===== src/rtl/rx_scan_sequencer.sv =====
// rx_scan_sequencer: per-line fire/dead/capture/transfer/PRF-gap controller for the receive chain
module rx_scan_sequencer #(
    parameter int LINE_NUM   = 128,
    parameter int SAMPLE_NUM = 2048,
    parameter int FIRE_CYC   = 4,
    parameter int DEAD_CYC   = 200,
    parameter int PRF_CYC    = 20000
) (
    input  logic                          clk_100M,
    input  logic                          reset_n,
    input  logic                          start,
    input  logic                          stop,
    input  logic                          cont,
    input  logic                          xfer_done,
    output logic                          tx_fire,
    output logic                          adc_en,
    output logic                          wr_en,
    output logic [$clog2(SAMPLE_NUM)-1:0] wr_addr,
    output logic [$clog2(LINE_NUM)-1:0]   line_idx,
    output logic                          xfer_req,
    output logic                          busy,
    output logic                          frame_done,
    output logic                          prf_overrun
);
    localparam int AW = $clog2(SAMPLE_NUM);
    localparam int LW = $clog2(LINE_NUM);
    localparam int CW = $clog2((FIRE_CYC > DEAD_CYC ? FIRE_CYC : DEAD_CYC) + 1);

    typedef enum logic [2:0] {IDLE, FIRE, DEAD, CAPTURE, XFER, GAP} state_t;

    state_t        state, state_nx;
    logic [CW-1:0] cnt;
    logic [23:0]   prf_cnt;
    logic          stop_pend, gap_first;
    logic          halt, last_line, prf_met, gap_exit;

    assign halt      = stop_pend | stop;
    assign last_line = line_idx == LW'(LINE_NUM - 1);
    assign prf_met   = prf_cnt >= 24'(PRF_CYC - 1);
    assign gap_exit  = state == GAP && prf_met;

    // next-state decode; a stop in the GAP exit cycle counts as pending
    always_comb begin
        state_nx = state;
        case (state)
            IDLE:    if (start && !stop) state_nx = FIRE;
            FIRE:    if (cnt == CW'(FIRE_CYC - 1)) state_nx = DEAD;
            DEAD:    if (cnt == CW'(DEAD_CYC - 1)) state_nx = CAPTURE;
            CAPTURE: if (wr_addr == AW'(SAMPLE_NUM - 1)) state_nx = XFER;
            XFER:    if (xfer_done) state_nx = GAP;
            GAP:     if (prf_met) state_nx = (last_line ? (cont && !halt) : !halt) ? FIRE : IDLE;
            default: state_nx = IDLE;
        endcase
    end

    // state register, phase counters, line index and sticky flags
    always_ff @(posedge clk_100M or negedge reset_n) begin
        if (!reset_n) begin
            state       <= IDLE;
            cnt         <= '0;
            wr_addr     <= '0;
            prf_cnt     <= '0;
            gap_first   <= 1'b0;
            stop_pend   <= 1'b0;
            line_idx    <= '0;
            prf_overrun <= 1'b0;
        end else begin
            state       <= state_nx;
            cnt         <= (state_nx == state && (state == FIRE || state == DEAD)) ? cnt + 1'b1 : '0;
            wr_addr     <= (state == CAPTURE && state_nx == CAPTURE) ? wr_addr + 1'b1 : '0;
            prf_cnt     <= (state_nx == FIRE && state != FIRE) ? '0 :
                           (state != IDLE && prf_cnt != '1) ? prf_cnt + 1'b1 : prf_cnt;
            gap_first   <= state_nx == GAP && state != GAP;
            stop_pend   <= state_nx != IDLE && (stop_pend || (stop && state != IDLE));
            line_idx    <= gap_exit ? ((last_line || halt) ? '0 : line_idx + 1'b1) : line_idx;
            prf_overrun <= (state == IDLE && state_nx == FIRE) ? 1'b0 :
                           prf_overrun | (state == GAP && gap_first && prf_met);
        end
    end

    // outputs registered from the upcoming state so they track the state register exactly
    always_ff @(posedge clk_100M or negedge reset_n) begin
        if (!reset_n) begin
            tx_fire    <= 1'b0;
            adc_en     <= 1'b0;
            wr_en      <= 1'b0;
            xfer_req   <= 1'b0;
            busy       <= 1'b0;
            frame_done <= 1'b0;
        end else begin
            tx_fire    <= state_nx == FIRE;
            adc_en     <= state_nx == CAPTURE;
            wr_en      <= state_nx == CAPTURE;
            xfer_req   <= state_nx == XFER;
            busy       <= state_nx != IDLE;
            frame_done <= gap_exit && last_line;
        end
    end
endmodule


===== config.mk =====
export PLATFORM = sky130hd
export DESIGN_NAME = rx_scan_sequencer
export DESIGN_NICKNAME = d
export VERILOG_FILES = /design/src/rtl/rx_scan_sequencer.sv
export SDC_FILE = /design/constraint.sdc
export NUM_CORES = 1
export LEC_CHECK = 0
export CAP_MARGIN = 20
export CORE_UTILIZATION = 50
export DETAILED_ROUTE_END_ITERATION = 12
export HOLD_SLACK_MARGIN = 0.06
export PLACE_DENSITY = 0.71
export SLEW_MARGIN = 10
export SYNTH_ARGS = -nofsm -noshare
export SYNTH_HDL_FRONTEND = slang
export SYNTH_SLANG_ARGS = --single-unit
export TNS_END_PERCENT = 30

===== constraint.sdc =====
create_clock -name clk_100M -period 5.25 [get_ports clk_100M]
set_input_delay 0.7875 -clock clk_100M [delete_from_list [all_inputs] [get_ports clk_100M]]
set_output_delay 0.7875 -clock clk_100M [all_outputs]
set_load 0.01 [all_outputs]

==> results.tsv, run 1 <==
metric	value	unit
Avg Cell Area, Syn	9.66	sq um
#FFs+latches synth	61	
Clock Path Buffers	2	
area share of the largest cell type after synthesis	0.457	
CTS resizes	0	
Worst Clk Skew	11.0	ps
Sw Pwr	0.201	mW
Worst R2R Path Depth	6	
Req. time, crit path	5440	ps
core outline area	0.00639	sq mm
area delta synth->final	15.5	%
grt ovf	0	
peak supply drop	0.000129	V
Post-Syn Area	0.00334	sq mm
synth unique cells	55	
power per cell area	231	mW/mm^2
routed vias/inst	6.11	
worst-path maximum fanout	24	
setup tns final	0	ps
reg2reg setup slack	2540	ps
Final GP Congestion	0.783	
WL per Instance	15.2	microns
initial drt markers	165	
synth warn	0	
hold depth	1	
Leakage	1.44	nW
Initial Util	0.523	
crit path kind	flip-flop to flip-flop	
PnR Total Power	0.891	mW
initial antenna violation count	0	
synthesized instance count	346	
min-delay src	cnt[0]$_DFF_PN0_	
Die ar.	0.00701	sq mm
vias	2791	
CTS sink cnt	61	
Reg power frac	0.527	
top-level port count	31	
commonest non-fill, non-tap cell in the layout	dfrtp_1	
Worst slew margin	0.334	
CTS buffer count	9	
Routed Antenna Nets	0	
ANT cells	0	
Tcrit/Tclk final	0.517	
largest cells by area after synthesis	dfrtp_1 46%, nand3_1 3.3%, o31ai_1 3.1%, nor2_1 2.9%, a21oi_2 2.9%	
largest net degree at the start of global routing	62	
Remaining DRCs	0	
hold endpoint	cnt[0]$_DFF_PN0_	
Max Cap Violations	0	
register area share after synthesis	0.457	
most frequent cells in the layout	61 x dfrtp_1, 29 x clkdlybuf4s50_1, 26 x nor2_1	
TritonCTS clock tree	built	
# H-tree levels	3	
num rows	29	
combinational power share	0.016	
switching share of power	0.226	
CTS hold repair buffers	0	
vias in the first global route	2610	
final setup fails	0	
clock share of power	0.457	
die extent in y	83.8	microns
minimum clock period	2710	ps
Post-DP HPWL	4750	microns
worst path arrival time	2900	ps
outcome	completed	
clk root buf	clkbuf_8	
RR Startpoint	cnt[0]$_DFF_PN0_	
Slew @ Worst Pin	991	ps
first-pass GRT wire length	12000	microns
# fillers	561	
FF-to-FF End	prf_cnt[12]$_DFFE_PN0P_	
Synthesized Nets	356	
Worst Setup End Kind	flip-flop	
Die W	83.8	microns
post-CTS setup buffer count	0	
fraction of layout cells with a size suffix above 1	0.129	
Int Pwr	0.690	mW
final hold violations	0	
final slew viol count	0	
worst skew pair latency	340	ps
final wirelength	6930	microns
Startpoint Class	flip-flop	
HP Class	flip-flop to flip-flop	
maximum clock frequency	0.369	GHz
NumNets Final	385	
drt pass-1 iters	4	
Port Buffer Count	30	
CTS clk-pin slew, worst paths	70	ps
unrepaired setup endpoints after global routing	false	
leading area contributor after synthesis	dfrtp_1	
overall routing resource usage	0.212	
layout make-up:
type                            instances  area [sq um]  share of cell area
Multi-Input combinational cell        266          1720               0.445
Sequential cell                        61          1530               0.395
Timing Repair Buffer                   32           310              0.0804
Clock buffer                            9           124              0.0321
Tap cell                               77          96.3              0.0250
Clock inverter                          7          66.3              0.0172
Inverter                                5          18.8             0.00486
how the worst max path moves through the flow:
stage,from,endpoint,slack [ps],cells after the start
2_1_floorplan,wr_addr[0]$_DFF_PN0_,busy$_DFF_PN0_,3090,6
3_3_place_gp,stop,prf_cnt[10]$_DFFE_PN0P_,2450,6
3_5_place_dp,stop,prf_cnt[12]$_DFFE_PN0P_,2380,6
4_1_cts,cnt[0]$_DFF_PN0_,prf_cnt[12]$_DFFE_PN0P_,2510,6
5_1_grt,cnt[0]$_DFF_PN0_,prf_cnt[18]$_DFFE_PN0P_,2340,6
6_report,cnt[0]$_DFF_PN0_,prf_cnt[12]$_DFFE_PN0P_,2540,6
worst max-delay path, cell delays in order (launching register included):
cell and delay (ps):
dfrtp_1 390, ha_1 200, or4b_4 490, nor3_1 510, a211oi_4 120, a22oi_4 740, nor2_1 110
sequential cells by signal, summed over array words and instances (netlist names), 3 cells and up:
signal    cells
prf_cnt      24
wr_addr      11
cnt           8
line_idx      7
state         3
synthesized netlist by cell type, drive strengths merged:
master / instances
ha: 4
and3b: 1
xnor2: 9
o21a: 1
nand2: 25
o221a: 1
nor2: 26
or4b: 2
or3: 11
or4: 13
o311ai: 1
nand4b: 1
o22a: 1
a31oi: 2
o31ai: 14
nor3b: 4
nor4: 5
o311a: 1
o41ai: 4
nand2b: 5
nand3: 23
buf: 9
and2: 1
and4: 3
xor2: 7
a22oi: 1
a211oi: 4
a311oi: 2
dfrtp: 61
a21o: 4
and3: 7
nand3b: 1
o211ai: 1
or2: 9
nand4: 9
a21boi: 2
nor2b: 2
o21ai: 19
clkbuf: 5
nor3: 14
inv: 5
a21oi: 26
power groups by stage:
stage | clock network [mW] | logic, mW | registers (mW)
after floorplan | 0 | 0.00103 | 0.479
after global placement | 0 | 0.0150 | 0.479
after detailed placement | 0 | 0.0151 | 0.479
after CTS | 0.416 | 0.0152 | 0.470
after global routing | 0.436 | 0.0166 | 0.469
final | 0.407 | 0.0142 | 0.470
cells by family (layout without fill, tap and decap cells):
logic type / after synthesis / count (layout) / share of synthesized area
AND/OR/NAND/NOR: 162 / 162 / 0.271
XOR/XNOR: 16 / 16 / 0.0419
buffers and inverters: 19 / 53 / 0.0288
adder cells (fa/ha/maj): 4 / 4 / 0.0150
AO/OA/AOI/OAI: 84 / 84 / 0.186
flip-flops: 61 / 61 / 0.457
through the flow:
| stage | area (sq um) | cells | util | hold WS [ps] | setup WS (ps) |
|---|---|---|---|---|---|
| after floorplan | 3340 | 346 | - | 459 | 3090 |
| after global placement | 3670 | 441 | 0.575 | 477 | 2450 |
| after detailed placement | 3670 | 441 | 0.575 | 492 | 2380 |
| after CTS | 3860 | 457 | 0.605 | 501 | 2510 |
| after global routing | 3860 | 457 | 0.605 | 534 | 2340 |
| final | 3860 | 457 | 0.605 | 495 | 2540 |
metal layers:
layer,global-route usage,routed length [microns],share of wire,vias up
met1,0.289,3350,0.48,1355
li1,-,-,-,1357
met5,0,0,0,-
met2,0.330,3180,0.46,68
met3,0.0465,282,0.041,11
met4,0.0801,110,0.016,0
No activity file was read; power rests on OpenSTA's default activity.
==> run 2, diff against run 1 <==
- clock period: 5.25 -> 2.8 ns (I/O delays scaled with it)
==> run 2 against run 1 <==
Net effect:
- worst hold slack lost 370 ps
- core utilization grew 1.4 points
- register-to-register slack lost 2100 ps
- worst setup slack lost 2100 ps
- sequential cell count is the same
- count of clock-buffer cells in the layout grew 3
- maximum frequency grew 14%
- critical path type unchanged
- highest routed layer unchanged
==> results.tsv, run 2 (synthesis gave the netlist of run 1 again) <==
metric	value	unit
Final GP Congestion	0.808	
Remaining DRCs	0	
Startpoint Class	flip-flop	
clk root buf	clkbuf_8	
ANT cells	0	
Core Util, Final	0.619	
routed vias/inst	6.00	
largest stage delay on the critical path	560	ps
CTS resizes	0	
TritonCTS clock tree	built	
drt pass-1 iters	4	
final setup fails	0	
unrepaired setup endpoints after global routing	false	
top-level port count	31	
NumNets Final	391	
CTS sink cnt	61	
Worst Setup End Kind	flip-flop	
final slew viol count	0	
minimum clock period	2370	ps
vias	2777	
Clock Path Buffers	2	
post-CTS setup buffer count	0	
Initial Util	0.523	
fraction of layout cells with a size suffix above 1	0.142	
worst path arrival time	2620	ps
CTS hold repair buffers	0	
peak supply drop	0.000271	V
grt ovf	0	
worst skew pair latency	340	ps
CP bufs+invs	1	
CTS clk-pin slew, worst paths	70	ps
most frequent cells in the layout	61 x dfrtp_1, 29 x clkdlybuf4s50_1, 26 x nor2_1	
outcome	completed	
Worst slew margin	0.530	
crit path kind	flip-flop to flip-flop	
HP Class	input pin to asynchronous set/reset pin	
num rows	29	
first-pass GRT wire length	12300	microns
setup tns final	0	ps
Slew @ Worst Pin	705	ps
die extent in y	83.8	microns
vias in the first global route	2581	
Die ar.	0.00701	sq mm
initial antenna violation count	0	
area delta synth->final	18.2	%
Leakage	1.49	nW
Die W	83.8	microns
overall routing resource usage	0.222	
Tcrit/Tclk final	0.848	
# H-tree levels	3	
Req. time, crit path	3050	ps
Worst Clk Skew	8.70	ps
reg2reg setup slack	430	ps
WL per Instance	15.2	microns
crit-path cells	ha_1 -> nand4_1 -> or4_4 -> a211oi_4 -> a22oi_4 -> buf_12 -> a211oi_1	
max reg flops	24	
power per cell area	437	mW/mm^2
largest reg by FF count	prf_cnt	
commonest non-fill, non-tap cell in the layout	dfrtp_1	
Port Buffer Count	30	
Largest regs	prf_cnt: 24 flops, wr_addr: 11 flops, cnt: 8 flops	
Routed Antenna Nets	0	
final wirelength	7040	microns
CP max stage cell	or4_4	
CTS buffer count	9	
Post-DP HPWL	4980	microns
maximum clock frequency	0.421	GHz
initial drt markers	133	
worst-path maximum fanout	24	
Max Cap Violations	0	
core outline area	0.00639	sq mm
largest net degree at the start of global routing	32	
final hold violations	0	
Crit path max-delay family	simple AND/OR/NAND/NOR gates	
## run 2: report_power, final
part,total (mW),switching [mW],internal (mW)
clock,0.815,0.336,0.479
sequential,0.881,0.0000000000000000356,0.881
combinational,0.0298,0.0204,0.00937
total,1.73,0.357,1.37
## run 2: layer usage
metal | global-route usage | vias up | routed length, microns
met5 | 0 | - | 0
met3 | 0.0445 | 13 | 262
li1 | - | 1376 | -
met4 | 0.119 | 0 | 178
met1 | 0.307 | 1332 | 3590
met2 | 0.330 | 56 | 3010
## run 2: layout make-up
type	count	area, sq um
Fill cell	528	2430
Multi-Input combinational cell	266	1720
Sequential cell	61	1530
Timing Repair Buffer	38	380
Clock buffer	12	165
Tap cell	77	96.3
Clock inverter	4	45.0
Inverter	5	18.8
## run 2: path summary, 6_finish.rpt
check	start	end	cells past startpoint
min reg2reg	cnt[0]$_DFF_PN0_	cnt[0]$_DFF_PN0_	1
max reg2reg	wr_addr[0]$_DFF_PN0_	prf_cnt[6]$_DFFE_PN0P_	7
min	reset_n	line_idx[3]$_DFFE_PN0P_	1
min in group clk_100M	cnt[0]$_DFF_PN0_	cnt[0]$_DFF_PN0_	1
max	wr_addr[0]$_DFF_PN0_	prf_cnt[6]$_DFFE_PN0P_	7
max in group asynchronous	reset_n	cnt[1]$_DFF_PN0_	2
## run 2: worst reg2reg max path, cell delays in order (launching register included)
cell and delay [ps]:
dfrtp_1 420, ha_1 260, nand4_1 170, or4_4 560, a211oi_4 380, a22oi_4 130
buf_12 180, a211oi_1 180
## run 2: stage by stage
stage                     area (sq um)  total power, mW  std cells  setup WS, ps  hold WS [ps]
after floorplan                   3340            0.900        346           638           124
after global placement            3740            0.929        447           544           471
after detailed placement          3740            0.929        447           451           482
after CTS                         3950             1.76        463           424           139
after global routing              3950             1.80        463           244           171
final                             3950             1.73        463           426           123
==> run 3, diff against run 2 <==
- clock period: 2.8 -> 2.4 ns (I/O delays scaled with it)
==> run 3 against run 2 <==
Net effect:
- design area rose by 3.2%
- largest power group unchanged
- sequential share of layout area fell by 1.2 points
- cell count rose by 4.1%
- first-iteration DRC count rose by 81%
- critical path depth rose by 1
==> results.tsv, run 3 (synthesis gave the netlist of run 1 again) <==
metric	value	unit
worst-path maximum fanout	12	
final hold violations	0	
Die W	83.8	microns
placed cell count	462	
Largest regs	prf_cnt: 24 flops, wr_addr: 11 flops, cnt: 8 flops	
first-pass GRT wire length	12900	microns
worst path arrival time	2490	ps
num rows	29	
core outline area	0.00639	sq mm
Die ar.	0.00701	sq mm
Port Buffer Count	30	
worst skew pair latency	340	ps
overall routing resource usage	0.229	
WL met1	3690	microns
peak supply drop	0.000263	V
HP Class	flip-flop to flip-flop	
most frequent cells in the layout	61 x dfrtp_1, 29 x clkdlybuf4s50_1, 26 x nor2_1	
Worst slew margin	0.676	
setup tns final	0	ps
Final GP Congestion	0.863	
area delta synth->final	22.0	%
CTS buffer count	9	
final setup fails	0	
Final Non-Filler Cells	482	
reg2reg setup slack	180	ps
maximum clock frequency	0.450	GHz
max reg flops	24	
final slew viol count	0	
Worst Setup End Kind	flip-flop	
routed vias/inst	6.02	
TritonCTS clock tree	built	
fraction of layout cells with a size suffix above 1	0.188	
Req. time, crit path	2660	ps
final worst slack	175	ps
pre-CTS setup slack	-126	ps
minimum clock period	2220	ps
grt ovf	0	
Crit path max-delay family	simple AND/OR/NAND/NOR gates	
Max Cap Violations	0	
FF-to-FF End	prf_cnt[3]$_DFFE_PN0P_	
ANT cells	0	
NumNets Final	410	
largest reg by FF count	prf_cnt	
Clock Path Buffers	2	
power per cell area	464	mW/mm^2
commonest non-fill, non-tap cell in the layout	dfrtp_1	
final wirelength	7710	microns
vias in the first global route	2713	
outcome	completed	
Routed Antenna Nets	0	
# H-tree levels	3	
min-delay src	cnt[0]$_DFF_PN0_	
Top Layer Used	met4	
largest net degree at the start of global routing	27	
crit path kind	flip-flop to flip-flop	
CP max stage cell	or4_4	
# fillers	520	
CTS sink cnt	61	
Slew @ Worst Pin	481	ps
Tcrit/Tclk final	0.927	
RR Startpoint	wr_addr[0]$_DFF_PN0_	
met2 wire length	3580	microns
hold depth	1	
CP bufs+invs	2	
hold endpoint	cnt[0]$_DFF_PN0_	
FF/Latch Area	0.00153	sq mm
hold slack	493	ps
Post-DP HPWL	5350	microns
Worst R2R Path Depth	8	
Startpoint Class	flip-flop	
Multi-input gate area	0.00175	sq mm
drt pass-1 iters	4	
clk root buf	clkbuf_8	
initial antenna violation count	0	
vias	2904	
Leakage	1.56	nW
die extent in y	83.8	microns
top-level port count	31	
Remaining DRCs	0	
WL met3	355	microns
Worst Clk Skew	9.08	ps
initial drt markers	241	
CTS clk-pin slew, worst paths	70	ps
Initial Util	0.523	
WL per Instance	16.0	microns
crit-path cells	ha_1 -> nand4_1 -> or4_4 -> a211oi_4 -> buf_4 -> a22oi_2 -> buf_12 -> a21oi_2	
unrepaired setup endpoints after global routing	false	
largest stage delay on the critical path	560	ps
-- run 3: worst max path at each step --
stage,startpoint,endpoint,slack (ps),cells past startpoint
6_report,wr_addr[0]$_DFF_PN0_,prf_cnt[3]$_DFFE_PN0P_,180,8
5_1_grt,prf_cnt[20]$_DFFE_PN0P_,stop_pend$_DFF_PN0_,20,5
2_1_floorplan,wr_addr[0]$_DFF_PN0_,busy$_DFF_PN0_,240,6
3_3_place_gp,cnt[0]$_DFF_PN0_,prf_cnt[10]$_DFFE_PN0P_,-50,7
4_1_cts,prf_cnt[1]$_DFFE_PN0P_,prf_cnt[15]$_DFFE_PN0P_,-40,7
3_5_place_dp,prf_cnt[8]$_DFFE_PN0P_,prf_cnt[15]$_DFFE_PN0P_,-130,6
-- run 3: where the power goes --
part | switching, mW | internal [mW]
combinational | 0.0237 | 0.0108
clock | 0.404 | 0.426
sequential | 0.0000000000000000324 | 1.03
-- run 3: stage by stage --
stage	util	power, mW	cell area (sq um)
final	0.639	1.89	4080
after global placement	0.600	1.08	3830
after global routing	0.639	1.95	4080
after floorplan	-	1.05	3340
after detailed placement	0.600	1.08	3830
after CTS	0.631	1.91	4030
-- run 3: timing repair --
item | CTS | global route
gates resized for setup | 3 | 1
hold endpoints to repair | 19 | 0
setup endpoints to repair | 24 | 27
gates cloned | 0 | 1
pin swaps | 2 | 3
buffers inserted | 0 | 2
hold buffers | 1 | 0
-- run 3: layout make-up --
class	instances	share of cell area
repair buffers	56	0.124
clock inverters	4	0.00552
well taps	77	0.0236
clock buffers	12	0.0380
flip-flops and latches	61	0.374
inverters	5	0.00460
multi-input cells	267	0.430
-- run 3: metal layers --
metal / vias up / global-route usage
li1: 1411 / -
met3: 9 / 0.0376
met1: 1416 / 0.317
met5: - / 0
met2: 68 / 0.361
met4: 0 / 0.0878
